--- src/rtl/aes_pkg.sv ---
// Shared constants, FSM state encoding and word helpers for the AES block writeback stage.
package aes_pkg;

    localparam int BLOCK_W         = 128;
    localparam int WORD_W          = 32;
    localparam int WORDS_PER_BLOCK = 4;

    localparam logic [3:0] WE_ALL  = 4'b1111;
    localparam logic [3:0] WE_NONE = 4'b0000;

    typedef enum logic [1:0] {
        IDLE = 2'd0,
        RUN  = 2'd1,
        DONE = 2'd2
    } wb_state_e;

    // Word 0 is the most significant word of the block.
    function automatic logic [WORD_W-1:0] block_word(input logic [BLOCK_W-1:0] blk,
                                                     input logic [1:0]         idx);
        logic [WORD_W-1:0] w;
        case (idx)
            2'd0:    w = blk[127:96];
            2'd1:    w = blk[95:64];
            2'd2:    w = blk[63:32];
            2'd3:    w = blk[31:0];
            default: w = {WORD_W{1'b0}};
        endcase
        return w;
    endfunction

    function automatic logic [WORD_W-1:0] byte_swap32(input logic [WORD_W-1:0] w);
        return {w[7:0], w[15:8], w[23:16], w[31:24]};
    endfunction

endpackage

--- src/rtl/aes_block_fifo.sv ---
// Synchronous block FIFO with 128-bit entries; push and pop in the same cycle is legal even when full.
module aes_block_fifo
    import aes_pkg::*;
#(
    parameter int  DEPTH = 4,
    localparam int PTR_W = $clog2(DEPTH),
    localparam int CNT_W = $clog2(DEPTH) + 1
) (
    input  logic               clk,
    input  logic               reset,
    input  logic               flush,
    input  logic               push,
    input  logic [BLOCK_W-1:0] push_data,
    input  logic               pop,
    output logic [BLOCK_W-1:0] head_data,
    output logic               full,
    output logic               empty,
    output logic [CNT_W-1:0]   count
);

    logic [BLOCK_W-1:0] mem_r [DEPTH];
    logic [PTR_W-1:0]   wr_ptr_r;
    logic [PTR_W-1:0]   rd_ptr_r;
    logic [CNT_W-1:0]   count_r;
    logic               push_ok_s;
    logic               pop_ok_s;

    assign full      = (count_r == CNT_W'(DEPTH));
    assign empty     = (count_r == {CNT_W{1'b0}});
    assign count     = count_r;
    assign head_data = mem_r[rd_ptr_r];
    assign pop_ok_s  = pop && !empty;
    assign push_ok_s = push && (!full || pop_ok_s);

    // Pointer and occupancy bookkeeping; flush empties the FIFO without touching storage.
    always_ff @(posedge clk) begin
        if (reset || flush) begin
            wr_ptr_r <= {PTR_W{1'b0}};
            rd_ptr_r <= {PTR_W{1'b0}};
            count_r  <= {CNT_W{1'b0}};
        end else begin
            if (push_ok_s) begin
                wr_ptr_r <= wr_ptr_r + PTR_W'(1);
            end
            if (pop_ok_s) begin
                rd_ptr_r <= rd_ptr_r + PTR_W'(1);
            end
            case ({push_ok_s, pop_ok_s})
                2'b10:   count_r <= count_r + CNT_W'(1);
                2'b01:   count_r <= count_r - CNT_W'(1);
                default: count_r <= count_r;
            endcase
        end
    end

    // Entry storage.
    always_ff @(posedge clk) begin
        if (push_ok_s && !reset && !flush) begin
            mem_r[wr_ptr_r] <= push_data;
        end
    end

endmodule

--- src/rtl/aes_block_writeback.sv ---
// Serialises finished AES blocks into 32-bit output BRAM writes for one job at a time.
// Build option BLOCK_WB_BYTESWAP_EN byte-reverses every written word for little-endian hosts.
module aes_block_writeback
    import aes_pkg::*;
#(
    parameter int               ADDR_W     = 9,
    parameter int               FIFO_DEPTH = 4,
    parameter logic [ADDR_W-1:0] BASE_ADDR = {ADDR_W{1'b0}}
) (
    input  logic               clk,
    input  logic               reset,
    input  logic               start,
    input  logic [ADDR_W-1:0]  length,
    input  logic               blk_valid,
    input  logic [BLOCK_W-1:0] blk_data,
    output logic [ADDR_W-1:0]  mem_addr,
    output logic [WORD_W-1:0]  mem_wdata,
    output logic [3:0]         mem_we,
    output logic               busy,
    output logic               done,
    output logic               overflow,
    output logic               fifo_full
);

    localparam int CNT_W = $clog2(FIFO_DEPTH) + 1;
    localparam logic [ADDR_W-1:0] ONE_A = ADDR_W'(1);

    wb_state_e          state_r,    state_next_s;
    logic [ADDR_W-1:0]  len_r,      len_next_s;
    logic [ADDR_W-1:0]  word_cnt_r, cnt_next_s;
    logic [ADDR_W-1:0]  addr_cnt_r, addr_cnt_next_s;
    logic [1:0]         word_idx_r, idx_next_s;
    logic [ADDR_W-1:0]  mem_addr_r, addr_next_s;
    logic [WORD_W-1:0]  mem_wdata_r, wdata_next_s;
    logic [3:0]         mem_we_r,   we_next_s;
    logic               done_r,     done_next_s;
    logic               overflow_r, ovf_next_s;

    logic               flush_s;
    logic               pop_s;
    logic               push_req_s;
    logic               push_s;
    logic [ADDR_W-1:0]  cnt_inc_s;
    logic               last_s;
    logic [WORD_W-1:0]  out_word_s;
    logic [BLOCK_W-1:0] head_s;
    logic               fifo_full_s;
    logic               fifo_empty_s;
    logic [CNT_W-1:0]   fifo_count_s;

    aes_block_fifo #(
        .DEPTH (FIFO_DEPTH)
    ) u_fifo (
        .clk       (clk),
        .reset     (reset),
        .flush     (flush_s),
        .push      (push_s),
        .push_data (blk_data),
        .pop       (pop_s),
        .head_data (head_s),
        .full      (fifo_full_s),
        .empty     (fifo_empty_s),
        .count     (fifo_count_s)
    );

`ifdef BLOCK_WB_BYTESWAP_EN
    assign out_word_s = byte_swap32(block_word(head_s, word_idx_r));
`else
    assign out_word_s = block_word(head_s, word_idx_r);
`endif

    assign cnt_inc_s = word_cnt_r + ONE_A;
    assign last_s    = (cnt_inc_s == len_r);

    // Next-state, write issue and FIFO control for the serialiser.
    always_comb begin
        state_next_s    = state_r;
        len_next_s      = len_r;
        cnt_next_s      = word_cnt_r;
        addr_cnt_next_s = addr_cnt_r;
        idx_next_s      = word_idx_r;
        addr_next_s     = mem_addr_r;
        wdata_next_s    = mem_wdata_r;
        we_next_s       = WE_NONE;
        done_next_s     = done_r;
        ovf_next_s      = overflow_r;
        flush_s         = 1'b0;
        pop_s           = 1'b0;
        case (state_r)
            IDLE, DONE: begin
                if (start) begin
                    state_next_s    = RUN;
                    len_next_s      = length;
                    cnt_next_s      = {ADDR_W{1'b0}};
                    addr_cnt_next_s = BASE_ADDR;
                    idx_next_s      = 2'd0;
                    addr_next_s     = BASE_ADDR;
                    done_next_s     = 1'b0;
                    ovf_next_s      = 1'b0;
                    flush_s         = 1'b1;
                end else begin
                    state_next_s = state_r;
                end
            end
            RUN: begin
                if (word_cnt_r == len_r) begin
                    state_next_s = DONE;
                    done_next_s  = 1'b1;
                end else if (!fifo_empty_s) begin
                    we_next_s       = WE_ALL;
                    wdata_next_s    = out_word_s;
                    addr_next_s     = addr_cnt_r;
                    addr_cnt_next_s = addr_cnt_r + ONE_A;
                    cnt_next_s      = cnt_inc_s;
                    // A job ending mid-block drops the rest of that block.
                    pop_s           = (word_idx_r == 2'd3) || last_s;
                    idx_next_s      = pop_s ? 2'd0 : (word_idx_r + 2'd1);
                end else begin
                    we_next_s = WE_NONE;
                end
            end
            default: begin
                state_next_s = IDLE;
            end
        endcase

        push_req_s = blk_valid && (state_r == RUN);
        push_s     = push_req_s && (!fifo_full_s || pop_s);
        if (push_req_s && !push_s) begin
            ovf_next_s = 1'b1;
        end else begin
            ovf_next_s = ovf_next_s;
        end
    end

    // State and output registers.
    always_ff @(posedge clk) begin
        if (reset) begin
            state_r     <= IDLE;
            len_r       <= {ADDR_W{1'b0}};
            word_cnt_r  <= {ADDR_W{1'b0}};
            addr_cnt_r  <= BASE_ADDR;
            word_idx_r  <= 2'd0;
            mem_addr_r  <= BASE_ADDR;
            mem_wdata_r <= {WORD_W{1'b0}};
            mem_we_r    <= WE_NONE;
            done_r      <= 1'b0;
            overflow_r  <= 1'b0;
        end else begin
            state_r     <= state_next_s;
            len_r       <= len_next_s;
            word_cnt_r  <= cnt_next_s;
            addr_cnt_r  <= addr_cnt_next_s;
            word_idx_r  <= idx_next_s;
            mem_addr_r  <= addr_next_s;
            mem_wdata_r <= wdata_next_s;
            mem_we_r    <= we_next_s;
            done_r      <= done_next_s;
            overflow_r  <= ovf_next_s;
        end
    end

    assign mem_addr  = mem_addr_r;
    assign mem_wdata = mem_wdata_r;
    assign mem_we    = mem_we_r;
    assign busy      = (state_r == RUN);
    assign done      = done_r;
    assign overflow  = overflow_r;
    assign fifo_full = (fifo_count_s == CNT_W'(FIFO_DEPTH));

endmodule

--- config.mk ---
export PLATFORM = sky130hd
export DESIGN_NAME = aes_block_writeback
export DESIGN_NICKNAME = d
export VERILOG_FILES = /design/src/rtl/aes_pkg.sv /design/src/rtl/aes_block_fifo.sv /design/src/rtl/aes_block_writeback.sv
export SDC_FILE = /design/constraint.sdc
export NUM_CORES = 1
export LEC_CHECK = 0
export CAP_MARGIN = 20
export CORE_MARGIN = 8
export CORE_UTILIZATION = 35
export DETAILED_ROUTE_END_ITERATION = 8
export GPL_ROUTABILITY_DRIVEN = 0
export PLACE_DENSITY = 0.6
export SYNTH_ARGS = -nofsm -noshare
export SYNTH_HDL_FRONTEND = slang
export SYNTH_SLANG_ARGS = --single-unit
--- constraint.sdc ---
create_clock -name clk -period 7 [get_ports clk]
set_input_delay 1.05 -clock clk [delete_from_list [all_inputs] [get_ports clk]]
set_output_delay 1.05 -clock clk [all_outputs]
set_load 0.01 [all_outputs]
==> flow_summary.ini, run 1 <==
[logic_synthesis]
synth.area.mux_share_pct = 12.77
synth_top_family_by_area = multiplexers
yosysSeqAreaShare_pct = 75.05
synthTopCellsByArea = edfxtp_1, mux4_2, dfxtp_1
yosys_warnings = 0
synth_xor_area_share_pct = 0.9635
async_flop_share_pct = 0
yosys.cell_types.count = 53
synth_compound_area_share_pct = 5.071
netlist_instances = 1209
synthesis.nets = 1362
synth_ff_type = edfxtp_1
syn_area_mm2 = 0.02273
ys_ff_latch = 596
synth.avg_cell_area_um2 = 18.80
synth_top_cell_area_share_pct = 67.65
synthAdderAreaFrac_pct = 0.6937
synthSimpleGateAreaFrac_pct = 3.859
synth-edff-count = 512
yosys.area.top_type = edfxtp_1

[final_layout]
fin_util_pct = 42.93
syn_to_final_growth_pct = 21.57
fillers = 5573
design_area_mm2 = 0.02763
instances_no_fill = 2315
fin_nets = 1557
drive_gt1_share_pct = 17.59

[worst_setup_path]
critPathLaunch = word_cnt_r[0]$_SDFFE_PP0P_
r2r-end = u_fifo.mem_r[1][74]$_DFFE_PP_
critical_path.cell_chain = ha_1 -> nand4_1 -> or3_1 -> a22oi_2 -> o211ai_4 -> a31oi_4 -> and3_4 -> buf_12
crit_required_ps = 7220
critPathCaptureType = flop
critPathTopFamily = simple AND/OR/NAND/NOR gates
worstPathArrival_ps = 3710
rrSetupSlack_ps = 3510
slowest_stage = buf_12
ff2ff_path_depth = 8
cpPeakStageDelay_ps = 510
crit_type = flop to flop
worstSetupStartpointType = flop
path_depth = 8
path_buf_inv = 1
reg2reg_from = word_cnt_r[0]$_SDFFE_PP0P_
crit_end = u_fifo.mem_r[1][74]$_DFFE_PP_
cp_max_fo = 128

[sta]
hold_viol = 0
hold-worst-slack_ps = 454.0
fin_crit_sh_pct = 49.86
finalWorstSetupSlack_ps = 3510
clock_skew_ps = 22.52
finalSetupTns_ps = 0
fin_crit_ps = 3490
fmax_mhz = 286.5
slew_violations = 0
slew_headroom_pct = 38.43
setup_viol = 0
rsz0062_at_grt = false
tightest_slew_ps = 923.5

[power_and_ir_drop]
finalPower_mw = 7.508
peakVddDrop_v = 0.0001589
p_leak_nw = 8.466
power.density_mw_per_mm2 = 271.8

[clocking]
cts_tree = yes
cts.sinks = 596
path_clk_slew_ps = 60
cts_resized = 0
cts_root_buf = clkbuf_16
post_cts_buffers = 0
holdBufCountCts = 0
clockBufferDepth = 3
htreeDepth = 2
clock_latency_ps = 620
numCtsBuffers = 59

[route]
ant_nets = 0
drc = 0
vias = 11790
drtIter0Drc = 868
wl_per_cell_um = 22.70
routed_wl_um = 52540
viasPerCell = 5.091
firstDrtPassIters = 6

[min_path]
min-delay-path-class = flop to flop
worstHoldStart = mem_wdata[30]$_SDFFE_PP0P_
whs_path_depth = 2

[global_routing]
grt_usage_pct = 13.99
grt_pass1_wl_um = 78800
grt_util_met2_pct = 22.52
use_met3_pct = 3.299
grt_overflow = 0
globalRoute.busiestLayer = met2
met1_usage_pct = 19.18
grt_start_max_net_pins = 129
antenna_found_initial = 10
grt_pass1_vias = 12230

[floorplanning]
die_area_mm2 = 0.07334
start_util_pct = 35.32
rows = 93
ioPinCount = 190
design.core.area_mm2 = 0.06435
die_w_um = 270.8
die_h_um = 270.8

[placed_design]
dpl_cell_area_mm2 = 0.02560
dp_hpwl_um = 29930
portBuffers = 189
post-place-cells = 2198
dp_slack_ps = 3076

[status]
outcome = finished clean

[run]
maxCapViolCount = 0
==> cells by family (layout without fill, tap and decap cells) <==
family	after synthesis	after routing
mux	130	130
buf+inv	83	329
compound gates	165	165
flops	596	596
xor+xnor	25	25
fa+ha+maj	12	12
other cells	0	5
simple gates	198	198
==> area by class of cell <==
| type | count | area [um2] | share of cell area [%] |
|---|---|---|---|
| diodes | 5 | 12.51 | 0.04529 |
| flip-flops and latches | 596 | 17060 | 61.76 |
| clock inverters | 27 | 349.1 | 1.264 |
| well taps | 855 | 1070 | 3.872 |
| repair buffers | 205 | 2082 | 7.536 |
| multi-input cells | 530 | 5340 | 19.33 |
| clock buffers | 85 | 1665 | 6.028 |
| inverters | 12 | 45.04 | 0.1630 |
==> layer usage <==
metal	up-vias	wire (um)	part of all wire [%]
met3	76	2963	5.6
met1	6128	23600	45
met5	-	52	0.099
li1	5290	-	-
met4	8	849	1.6
met2	284	25080	48
==> placed cells by master (no fill, tap or decap), types with 11 or more instances in the layout <==
cell type	n
a222oi_1	32
clkdlybuf4s50_1	188
nor2_1	27
nand2_1	128
xnor2_1	13
clkbuf_16	59
a22o_1	11
inv_1	12
mux4_2	128
edfxtp_1	512
dfxtp_1	82
a21oi_1	57
clkbuf_1	16
xor2_1	12
o21ai_0	41
==> worst register-to-register path, stage by stage, from the launching register on <==
cell      delay, ps
dfxtp_1         460
ha_1            320
nand4_1         230
or3_1           410
a22oi_2         250
o211ai_4        150
a31oi_4         310
and3_4          250
buf_12          510
==> flip-flops by register name, summed over array words and instances, names as in the netlist, 3 cells and up, named ones only <==
name,count
u_fifo.mem_r,512
mem_wdata,32
addr_cnt_r,9
len_r,9
mem_addr,9
word_cnt_r,9
u_fifo.count,3
==> power breakdown <==
group          internal [mW]  switching (mW)  total, mW
combinational          0.189           0.179      0.368
clock                   1.92            1.31       3.23
sequential              3.88          0.0327       3.91
total                   5.98            1.53       7.51
==> cells in the mapped netlist, drive strengths merged (3+ instances only) <==
master and n:
a222oi 32, o21ai 44, a21oi 58, mux4 128
edfxtp 512, nand3 6, a211oi 4, xnor2 13
o2111ai 3, clkbuf 41, and3 7, or3 8
ha 11, nor2 28, a22o 11, nand2 128
buf 30, dfxtp 84, inv 12, xor2 12
nand4 7
==> worst min-delay path by stage <==
stage	end	slack [ps]
2_1_floorplan	len_r[0]$_SDFFE_PP0P_	450
3_3_place_gp	mem_wdata[0]$_SDFFE_PP0P_	440
3_5_place_dp	mem_wdata[30]$_SDFFE_PP0P_	450
4_1_cts	mem_wdata[20]$_SDFFE_PP0P_	460
5_1_grt	mem_wdata[20]$_SDFFE_PP0P_	470
6_report	mem_wdata[30]$_SDFFE_PP0P_	450
Note: power is estimated with default switching activity, not from simulation.
==> run 2: changes to the inputs <==
Settings changed: PLACE_DENSITY 0.6 to 0.62.
Clock period 7 ns to 2.8 ns, I/O delays scaled along.
==> run 2 against run 1 <==
Compared with the run above: the flow now finishes with violations (setup timing); flip-flop and latch count is the same; count of clock-buffer cells in the layout grew 2; worst hold slack lost 290 ps; cell count grew 3.8%; clock skew grew 1.7 ps; combinational power grew to 2.9 times the previous value; largest power group unchanged.
==> flow_summary.ini, run 2 (same netlist as run 1, synthesis figures left out) <==
[worst_setup_path]
cp_max_fo = 5
rrSetupSlack_ps = -30
reg2reg_from = word_cnt_r[1]$_SDFFE_PP0P_
worstSetupStartpointType = flop
crit_type = flop to flop
crit_required_ps = 3330
cp_common_cell = buf_4
critPathCaptureType = flop
worstPathArrival_ps = 3360
slowest_stage = dfxtp_4
critical_path.cell_chain = ha_4 -> nand4_1 -> buf_4 -> buf_4 -> o21ai_1 -> a22oi_2 -> o211ai_4 -> a21oi_2 -> ha_2 -> inv_2 -> fa_2 -> xor2_1 -> or3_1 -> a21oi_1
r2r-end = u_fifo.count[2]$_SDFFE_PP0P_
cpPeakStageDelay_ps = 360
ff2ff_path_depth = 14

[sta]
fin_crit_sh_pct = 101.0
fmax_mhz = 353.7
setup_viol = 1
clock_skew_ps = 24.21
finalWorstSetupSlack_ps = -27.58
slew_violations = 0
tightest_slew_ps = 794.4
finalSetupTns_ps = -27.58
rsz0062_at_grt = true
fin_crit_ps = 2828
hold_viol = 0
slew_headroom_pct = 46.84

[power_and_ir_drop]
power_switching_mw = 3.840
finalPower_mw = 19.08
p_seq_share_pct = 51.0
power.density_mw_per_mm2 = 660.3
p_leak_nw = 9.103
clkPwrFrac_pct = 43.4
peakVddDrop_v = 0.0005184
internal_power_mw = 15.24
swShare_pct = 20.12
comb_power_share_pct = 5.5

[clocking]
path_clk_slew_ps = 60
clockBufferDepth = 3
htreeDepth = 2
cts_root_buf = clkbuf_16
cts.sinks = 596
clock_latency_ps = 610
cts_tree = yes
numCtsBuffers = 59

[status]
violations = setup timing
outcome = complete, but fails checks

[min_path]
worstHoldStart = reset
min-delay-path-class = input port to flop
whs_path_depth = 2
hold_path_end = state_r[1]$_SDFFE_PP0P_

[run]
maxCapViolCount = 0

[route]
ant_nets = 0
drc = 0
vias = 12320
firstDrtPassIters = 8
wl_per_cell_um = 23.01
drtIter0Drc = 951
routed_wl_um = 55310
viasPerCell = 5.127

[final_layout]
syn_to_final_growth_pct = 27.15
seqCellArea_mm2 = 0.01707
fin_util_pct = 44.91
mostFrequentLayoutCell = edfxtp_1
largest_reg_flops = 512
drive_gt1_share_pct = 23.66
top_register = u_fifo.mem_r
fin_nets = 1646
multi_input_area_mm2 = 0.005383
fillers = 5409
final_cell_mix = edfxtp_1, clkdlybuf4s50_1, mux4_2, nand2_1, dfxtp_1

[global_routing]
grt_overflow = 0
grt_usage_pct = 14.42
antenna_found_initial = 10
grt_pass1_vias = 12880
grt_pass1_wl_um = 81680
grt_start_max_net_pins = 65

[floorplanning]
die_area_mm2 = 0.07334
start_util_pct = 35.32
die_w_um = 270.8
ioPinCount = 190
rows = 93
design.core.area_mm2 = 0.06435
die_h_um = 270.8

[placed_design]
portBuffers = 189
dp_hpwl_um = 35060
dp_slack_ps = -96.75
==> run 2: changes by cell type in the layout (fill, tap and decap cells not counted), moves of 3 or more <==
| cell | change |
|---|---|
| buf_12 | +21 |
| dfxtp_1 | -4 |
| buf_6 | +4 |
| buf_4 | +53 |
| clkinv_1 | -3 |
| clkbuf_16 | +9 |
| clkbuf_1 | -5 |
| buf_16 | +6 |
==> run 2: metal layers <==
metal	wire length [um]	up-vias	part of all wire, %	global-route usage, %
met5	39	-	0.071	0
met4	1023	6	1.8	3.536
met3	3562	73	6.4	3.476
met2	26970	377	49	23.68
met1	23710	6401	43	19.20
li1	-	5462	-	-
==> run 2: power by group through the flow <==
stage | Combinational, mW | Clock, mW | Sequential (mW)
after CTS | 1.07 | 8.49 | 9.73
final | 1.06 | 8.29 | 9.73
after detailed placement | 1.06 | 0 | 9.93
after floorplan | 0.514 | 0 | 9.91
after global placement | 1.05 | 0 | 9.92
after global routing | 1.14 | 8.79 | 9.74
==> run 2: final cells by class <==
class / count / share of cell area, %
clock inverters: 24 / 1.082
flip-flops and latches: 596 / 59.09
clock buffers: 87 / 6.105
multi-input cells: 530 / 18.63
repair buffers: 294 / 11.20
inverters: 12 / 0.1559
diodes: 5 / 0.04330
well taps: 855 / 3.702
==> run 2: timing repair <==
action / in CTS / in global routing
resized for setup: 2 / 14
buffers inserted: 8 / 13
hold buffers: 0 / 0
endpoints found under the hold margin: 0 / 0
pin swaps: 7 / 9
endpoints found under the setup margin: 151 / 482
gates cloned: 0 / 6
==> run 2: worst max-delay path: cells and delay by family, from the launching register on <==
family / cells / cell delay (ps)
xor+xnor: 1 / 150
flops: 1 / 360
fa+ha+maj: 3 / 710
compound gates: 5 / 780
buf+inv: 3 / 310
simple gates: 2 / 440
==> run 2: how the worst max path moves through the flow <==
stage,startpoint,cells after the start,slack (ps),end
2_1_floorplan,word_cnt_r[1]$_SDFFE_PP0P_,7,-280,u_fifo.mem_r[0][0]$_DFFE_PP_
3_3_place_gp,word_cnt_r[4]$_SDFFE_PP0P_,12,-90,u_fifo.count[2]$_SDFFE_PP0P_
3_5_place_dp,word_cnt_r[0]$_SDFFE_PP0P_,12,-100,u_fifo.count[2]$_SDFFE_PP0P_
4_1_cts,word_cnt_r[0]$_SDFFE_PP0P_,12,-50,u_fifo.count[2]$_SDFFE_PP0P_
5_1_grt,word_cnt_r[1]$_SDFFE_PP0P_,14,-140,u_fifo.count[2]$_SDFFE_PP0P_
6_report,word_cnt_r[1]$_SDFFE_PP0P_,14,-30,u_fifo.count[2]$_SDFFE_PP0P_
==> run 2: per-stage QoR <==
step	instances	hold slack (ps)	cell area (um2)
CTS	2379	128.4	28500
global route	2400	165.7	28890
finish	2403	167.1	28900
floorplan	1209	447.8	22780
detailed placement	2260	447.1	26360
global placement	2260	442.4	26360
